===== src/rtl/universal_shift_register.sv =====
// n-bit universal shift register: hold, shift right, shift left, parallel load.
// Every bit is an identical cell; the generate loop wires each cell to its neighbours or to the serial inputs.

module usr_cell (
    input  logic       clk,
    input  logic       reset,
    input  logic [1:0] s,
    input  logic       right_in,  // value a right shift moves into this bit
    input  logic       left_in,   // value a left shift moves into this bit
    input  logic       load_in,
    output logic       q
);
    logic nxt;

    always_comb begin
        nxt = q;
        case (s)
            2'b00: nxt = q;
            2'b01: nxt = right_in;
            2'b10: nxt = left_in;
            2'b11: nxt = load_in;
            default: nxt = q;
        endcase
    end

    // Reset overrides the mode mux.
    always_ff @(posedge clk) begin
        if (reset) q <= 1'b0;
        else       q <= nxt;
    end
endmodule

module universal_shift_register #(
    parameter int n = 4
) (
    input  logic         clk,
    input  logic         reset,
    input  logic         MSB_in,
    input  logic         LSB_in,
    input  logic [n-1:0] I,
    input  logic [1:0]   s,
    output logic [n-1:0] Q
);
    logic [n-1:0] right_src;
    logic [n-1:0] left_src;

    for (genvar i = 0; i < n; i++) begin : g_bit
        if (i == n - 1) begin : g_top
            assign right_src[i] = MSB_in;
        end else begin : g_mid_r
            assign right_src[i] = Q[i+1];
        end

        if (i == 0) begin : g_bot
            assign left_src[i] = LSB_in;
        end else begin : g_mid_l
            assign left_src[i] = Q[i-1];
        end

        usr_cell u_cell (
            .clk      (clk),
            .reset    (reset),
            .s        (s),
            .right_in (right_src[i]),
            .left_in  (left_src[i]),
            .load_in  (I[i]),
            .q        (Q[i])
        );
    end
endmodule


===== config.mk =====
export PLATFORM = sky130hd
export DESIGN_NAME = universal_shift_register
export DESIGN_NICKNAME = d
export VERILOG_FILES = /design/src/rtl/universal_shift_register.sv
export SDC_FILE = /design/constraint.sdc
export NUM_CORES = 1
export LEC_CHECK = 0
export BUFFER_PORTS_ARGS = -buffer_cell sky130_fd_sc_hd__buf_2
export CAP_MARGIN = 20
export CORE_AREA = 2 2 39 41
export DETAILED_ROUTE_END_ITERATION = 12
export DIE_AREA = 0 0 41 43
export PLACE_DENSITY = 0.48
export RECOVER_POWER = 50
export SYNTH_ARGS = -nofsm -noshare
export SYNTH_HDL_FRONTEND = slang
export SYNTH_HIERARCHICAL = 1
export SYNTH_SLANG_ARGS = --single-unit

===== constraint.sdc =====
create_clock -name clk -period 1.75 [get_ports clk]
set_clock_uncertainty 0.2 [all_clocks]
set_input_delay 0.0875 -clock clk [delete_from_list [all_inputs] [get_ports clk]]
set_output_delay 0.0875 -clock clk [all_outputs]
set_load 0.02 [all_outputs]

==> reports/qor.yml, run 1 <==
status: "finished, final reports clean"
end_kind: "flip-flop"
synth-compound-area-share: 0
synth_area_per_cell_um2: 18.8
io_buffers: 13
cts_max_level: 1
drt_iter0_drc: 4
ys_top_cells_by_count: "dfxtp_1 (4), mux4_2 (4), nor2b_4 (4)"
syn_area_um2: 225
path_class: "reg -> reg"
cts_tree: "done"
tightest_slew_ps: 255
yosys.area.top_type: "mux4_2"
synthFlopType: "dfxtp_1"
num_vias: 189
synthMuxAreaShare: 0.400
routed_wl_um: 533
start_util: 0.163
ys_top_cells_by_area: "mux4_2 (40%), dfxtp_1 (36%), nor2b_4 (24%)"
netlist_instances: 12
synth_nets: 22
setup_viol: 0
critPathRequiredTime_ps: 1670
rsz0062_at_grt: "false"
synth_top_area_share: 0.400
arrival_ps: 1170
p_switching_mw: 0.0699
avgRoutedWirePerCell_um: 11.8
top_register: "g_bit.u_cell/q"
antenna_found_initial: 0
peakVddDrop_mv: 0.285
finalCriticalPeriod_ps: 1250
ys_ff_latch: 4
grt_pass1_wl_um: 897
first_pass_iters: 2
die_x_um: 41
fin_total_pwr_mw: 0.280
tns_ps: 0
drc: 0
drv_cap: 0
synth_enable_flop_cells: 0
synthSimpleGateAreaFrac: 0.244
synth_top_family_by_area: "multiplexers"
p_clk_frac: 0.422
synth_xor_area_frac: 0
grt_use_total: 0.0829
crit_fanout: 4
p_seq_frac: 0.367
tritoncts.num_buffers: 3
hpwlAfterDp_um: 425
min_path_type: "in -> reg"
startpoint: "g_bit[1].u_cell/q$_SDFFE_PP0P_"
netSwitchingFraction: 0.250
power_frac_comb: 0.211
clk_pin_slew_worst_paths_ps: 40
gr-total-overflow: 0
grt_pass1_vias: 192
clock_sinks: 4
core_um2: 1380
hold_viol: 0
antenna_cells: 0
ys_async_sr_fraction: 0
rows: 14
power_density_nw_per_um2: 829
gp_congestion: 0.686
yosys_warnings: 6
cts_max_path_buffers: 2
reg2reg_from: "g_bit[1].u_cell/q$_SDFFE_PP0P_"
num-nets-final: 41
reg_top3: "g_bit.u_cell/q (4)"
p_leak_nw: 0.137
die_h_um: 43
yosys.area_share.adder: 0
synth-seq-area-share: 0.356
largest_reg_flops: 4
p_int_mw: 0.210
ant_nets: 0
cts_root_buf: "clkbuf_4"
clk_latency_ps: 240
via_per_inst: 4.20
post_cts_resized: 0
drive_gt1_frac: 0.690
area_delta_synth_final_pct: 50.0
holdCritStartpoint: "MSB_in"
relSlewSlack: 0.831
timing.fmax_mhz: 799
grt_start_max_net_pins: 5
start_kind: "flip-flop"
yosys.cell_types.count: 3
pin_count: 14
maxSlewViolCount: 0
die_area_um2: 1760
fin_crit_sh: 0.715
==> final timing paths <==
kind,to,slack (ps),cells past startpoint
setup reg to reg,g_bit[0].u_cell/q$_SDFFE_PP0P_,500,2
hold reg to reg,g_bit[1].u_cell/q$_SDFFE_PP0P_,510,2
hold / removal,g_bit[3].u_cell/q$_SDFFE_PP0P_,90,3
setup / recovery,g_bit[0].u_cell/q$_SDFFE_PP0P_,500,2
==> routing by layer <==
| layer | track usage | wire length [um] | part of all wire |
|---|---|---|---|
| met1 | 0.0921 | 222 | 0.42 |
| met2 | 0.100 | 226 | 0.42 |
| met3 | 0.0524 | 84 | 0.16 |
| met4 | 0.0800 | 0 | 0 |
| met5 | 0 | 0 | 0 |
==> kinds of logic after synthesis <==
family,count (synthesis)
AND/OR/NAND/NOR,4
flip-flops,4
multiplexers,4
==> power by group through the flow <==
stage	sequential (mW)	clock, mW	combinational [mW]
finish	0.103	0.118	0.0592
global route	0.103	0.131	0.0640
CTS	0.103	0.122	0.0612
detailed placement	0.104	0	0.0594
global placement	0.103	0	0.0576
floorplan	0.110	0	0.0278
==> per-stage QoR <==
stage          instances  setup slack, ps  hold slack (ps)   util  cell area, um2
6_report              45              499             86.9  0.244             338
5_1_grt               45              468             94.6  0.244             338
4_1_cts               45              505             83.1  0.248             343
3_5_place_dp          41              527              194  0.224             310
3_3_place_gp          41              544              190  0.224             310
2_1_floorplan         12              482            -48.2      -             225
==> critical path, cell delays in order, from the launching register on <==
cell	delay [ps]
dfxtp_1	330
mux4_2	470
nor2b_4	140
==> layout make-up <==
class / count / area (um2)
clock buffer: 3 / 22.5
fill: 151 / 1050
multi-input combinational: 8 / 145
sequential: 4 / 80.1
tap: 16 / 20.0
timing repair buffer: 14 / 70.1
==> what timing repair did <==
action | CTS | global route
hold buffers | 1 | 0
hold endpoints to repair | 4 | 0
setup buffers | 0 | 0
==> cell usage in the layout (no fill, tap or decap), drive strengths merged <==
cell,synthesis,layout
buf,0,9
clkbuf,0,7
dlygate4sd3,0,1
dfxtp,4,4
nor2b,4,4
mux4,4,4
Power figures use the tool's default switching activity.
==> run 2, diff against run 1 <==
--- a/config.mk
+++ b/config.mk
@@ -10,7 +10,7 @@
 export CORE_AREA = 2 2 39 41
 export DETAILED_ROUTE_END_ITERATION = 12
 export DIE_AREA = 0 0 41 43
-export PLACE_DENSITY = 0.48
+export PLACE_DENSITY = 0.49
 export RECOVER_POWER = 50
 export SYNTH_ARGS = -nofsm -noshare
 export SYNTH_HDL_FRONTEND = slang
==> constraint.sdc (replaced) <==
create_clock -name clk -period 1.1 [get_ports clk]
set_clock_uncertainty 0.2 [all_clocks]
set_input_delay 0.055 -clock clk [delete_from_list [all_inputs] [get_ports clk]]
set_output_delay 0.055 -clock clk [all_outputs]
set_load 0.02 [all_outputs]
==> reports/qor.yml, run 2 (synthesis results as in run 1) <==
fin_total_pwr_mw: 0.441  # +58%
drive_gt1_frac: 0.964  # +0.275
min_path_type: "in -> reg"
post_cts_resized: 0  # unchanged
layout_common_cells: "buf_2 (11), mux4_2 (4), nor2b_4 (4), dfxtp_2 (4), clkbuf_4 (3)"
hpwlAfterDp_um: 416  # -2.2%
cts_max_path_buffers: 2  # unchanged
gp_congestion: 0.661  # -3.6%
clock_sinks: 4  # unchanged
die_x_um: 41  # unchanged
tritoncts.num_buffers: 3  # unchanged
area_delta_synth_final_pct: 49.4
top_register: "g_bit.u_cell/q"
die_area_um2: 1760  # unchanged
finalCriticalPeriod_ps: 1220  # -27.3 ps
p_clk_frac: 0.413  # -0.009
gr-total-overflow: 0  # unchanged
post_cts_buffers: 0  # unchanged
via_per_inst: 4.02  # -4.2%
first_pass_iters: 2  # unchanged
crit_fanout: 4  # unchanged
timing.fmax_mhz: 817  # +2.2%
drt_iter0_drc: 1  # -3
path_class: "reg -> reg"
io_buffers: 13  # unchanged
grt_use_total: 0.0717  # -0.0112
maxSlewViolCount: 0  # unchanged
hold_viol: 4  # +4
largest_reg_flops: 4  # unchanged
rsz0062_at_grt: "true"
tightest_slew_ps: 252  # -2.62 ps
drc: 0  # unchanged
core_um2: 1380  # unchanged
power_frac_comb: 0.212  # about the same
cts_max_level: 1  # unchanged
grt_pass1_wl_um: 765  # -15%
p_int_mw: 0.336  # +60%
num-nets-final: 40  # -2.4%
reg_top3: "g_bit.u_cell/q (4)"
end_kind: "flip-flop"
ant_nets: 0  # unchanged
place_ws_ps: -120  # -647 ps
die_h_um: 43  # unchanged
clk_latency_ps: 230  # about the same
grt_start_max_net_pins: 5  # unchanged
p_switching_mw: 0.106  # +51%
p_leak_nw: 0.146  # +6.4%
start_util: 0.163  # unchanged
peakVddDrop_mv: 0.293  # +2.8%
final_common_cell: "buf_2"
p_seq_frac: 0.375  # +0.008
avgRoutedWirePerCell_um: 11.7  # -1.4%
holdPathStages: 2  # -1
antenna_found_initial: 0  # unchanged
netSwitchingFraction: 0.239  # -0.0104
setup_slack_ps: -124  # -623 ps
timing.hold.ws_ps: -80.4  # -167 ps
setup_viol: 4  # +4
start_kind: "flip-flop"
cts_tree: "done"
antenna_cells: 0  # unchanged
reg2reg_depth: 2  # unchanged
rows: 14  # unchanged
num_vias: 177  # -6.3%
tns_ps: -478  # -478 ps
status: "complete, but fails checks"
relSlewSlack: 0.833  # +0.00174
grt_pass1_vias: 183  # -4.7%
drv_cap: 0  # unchanged
arrival_ps: 1140  # -30 ps
pin_count: 14  # unchanged
power_density_nw_per_um2: 1310  # +58%
clk_pin_slew_worst_paths_ps: 40  # about the same
routed_wl_um: 514  # -3.6%
fin_crit_sh: 1.11  # +0.398
cts_root_buf: "clkbuf_4"
critPathRequiredTime_ps: 1020  # -650 ps
violations: "hold timing, setup timing"
run 2: cell types whose count changed in the layout (fill, tap and decap cells not counted), sizes merged:
cell / before / now
buf: 9 / 11
dlygate4sd3: 1 / 0
clkbuf: 7 / 5
run 2: power by group through the flow:
stage / Clock (mW) / Combinational [mW] / Sequential, mW
finish: 0.182 / 0.0934 / 0.166
global route: 0.205 / 0.0996 / 0.167
CTS: 0.197 / 0.0948 / 0.165
detailed placement: 0 / 0.0947 / 0.168
global placement: 0 / 0.0919 / 0.166
floorplan: 0 / 0.0442 / 0.178
run 2: timing repair:
item / CTS / global route
cloned: 0 / 0
pin swaps: 0 / 0
endpoints found under the setup margin: 4 / 4
hold endpoints to repair: 4 / 4
run 2: worst paths after layout:
| kind | from | endpoint | slack [ps] |
|---|---|---|---|
| max | g_bit[1].u_cell/q$_SDFFE_PP0P_ | g_bit[0].u_cell/q$_SDFFE_PP0P_ | -120 |
| min reg2reg | g_bit[0].u_cell/q$_SDFFE_PP0P_ | g_bit[1].u_cell/q$_SDFFE_PP0P_ | 500 |
| max reg2reg | g_bit[1].u_cell/q$_SDFFE_PP0P_ | g_bit[0].u_cell/q$_SDFFE_PP0P_ | -120 |
| min | reset | g_bit[3].u_cell/q$_SDFFE_PP0P_ | -80 |
run 2: critical path: stages (launching register included):
cell	delay (ps)
dfxtp_2	330
mux4_2	450
nor2b_4	130
run 2: layout make-up:
class                      instances  area (um2)
timing repair buffer              13        63.8
fill                             154        1050
multi-input combinational          8         145
sequential                         4        85.1
tap                               16        20.0
clock buffer                       3        22.5
run 2: layer usage:
layer  part of all wire  wire length (um)  vias up  track usage
met2               0.42               214       14       0.0813
met1               0.42               216       83       0.0984
li1                   -                 -       80            -
met5                  0                 0        -            0
met4                  0                 0        0       0.0600
met3               0.16                82        0       0.0314
run 2: stage by stage:
step | std cells | cell area, um2 | utilization
final | 44 | 337 | 0.243
after detailed placement | 41 | 315 | 0.228
after global placement | 41 | 315 | 0.228
after floorplan | 12 | 230 | -
after CTS | 44 | 338 | 0.244
after global routing | 44 | 337 | 0.243
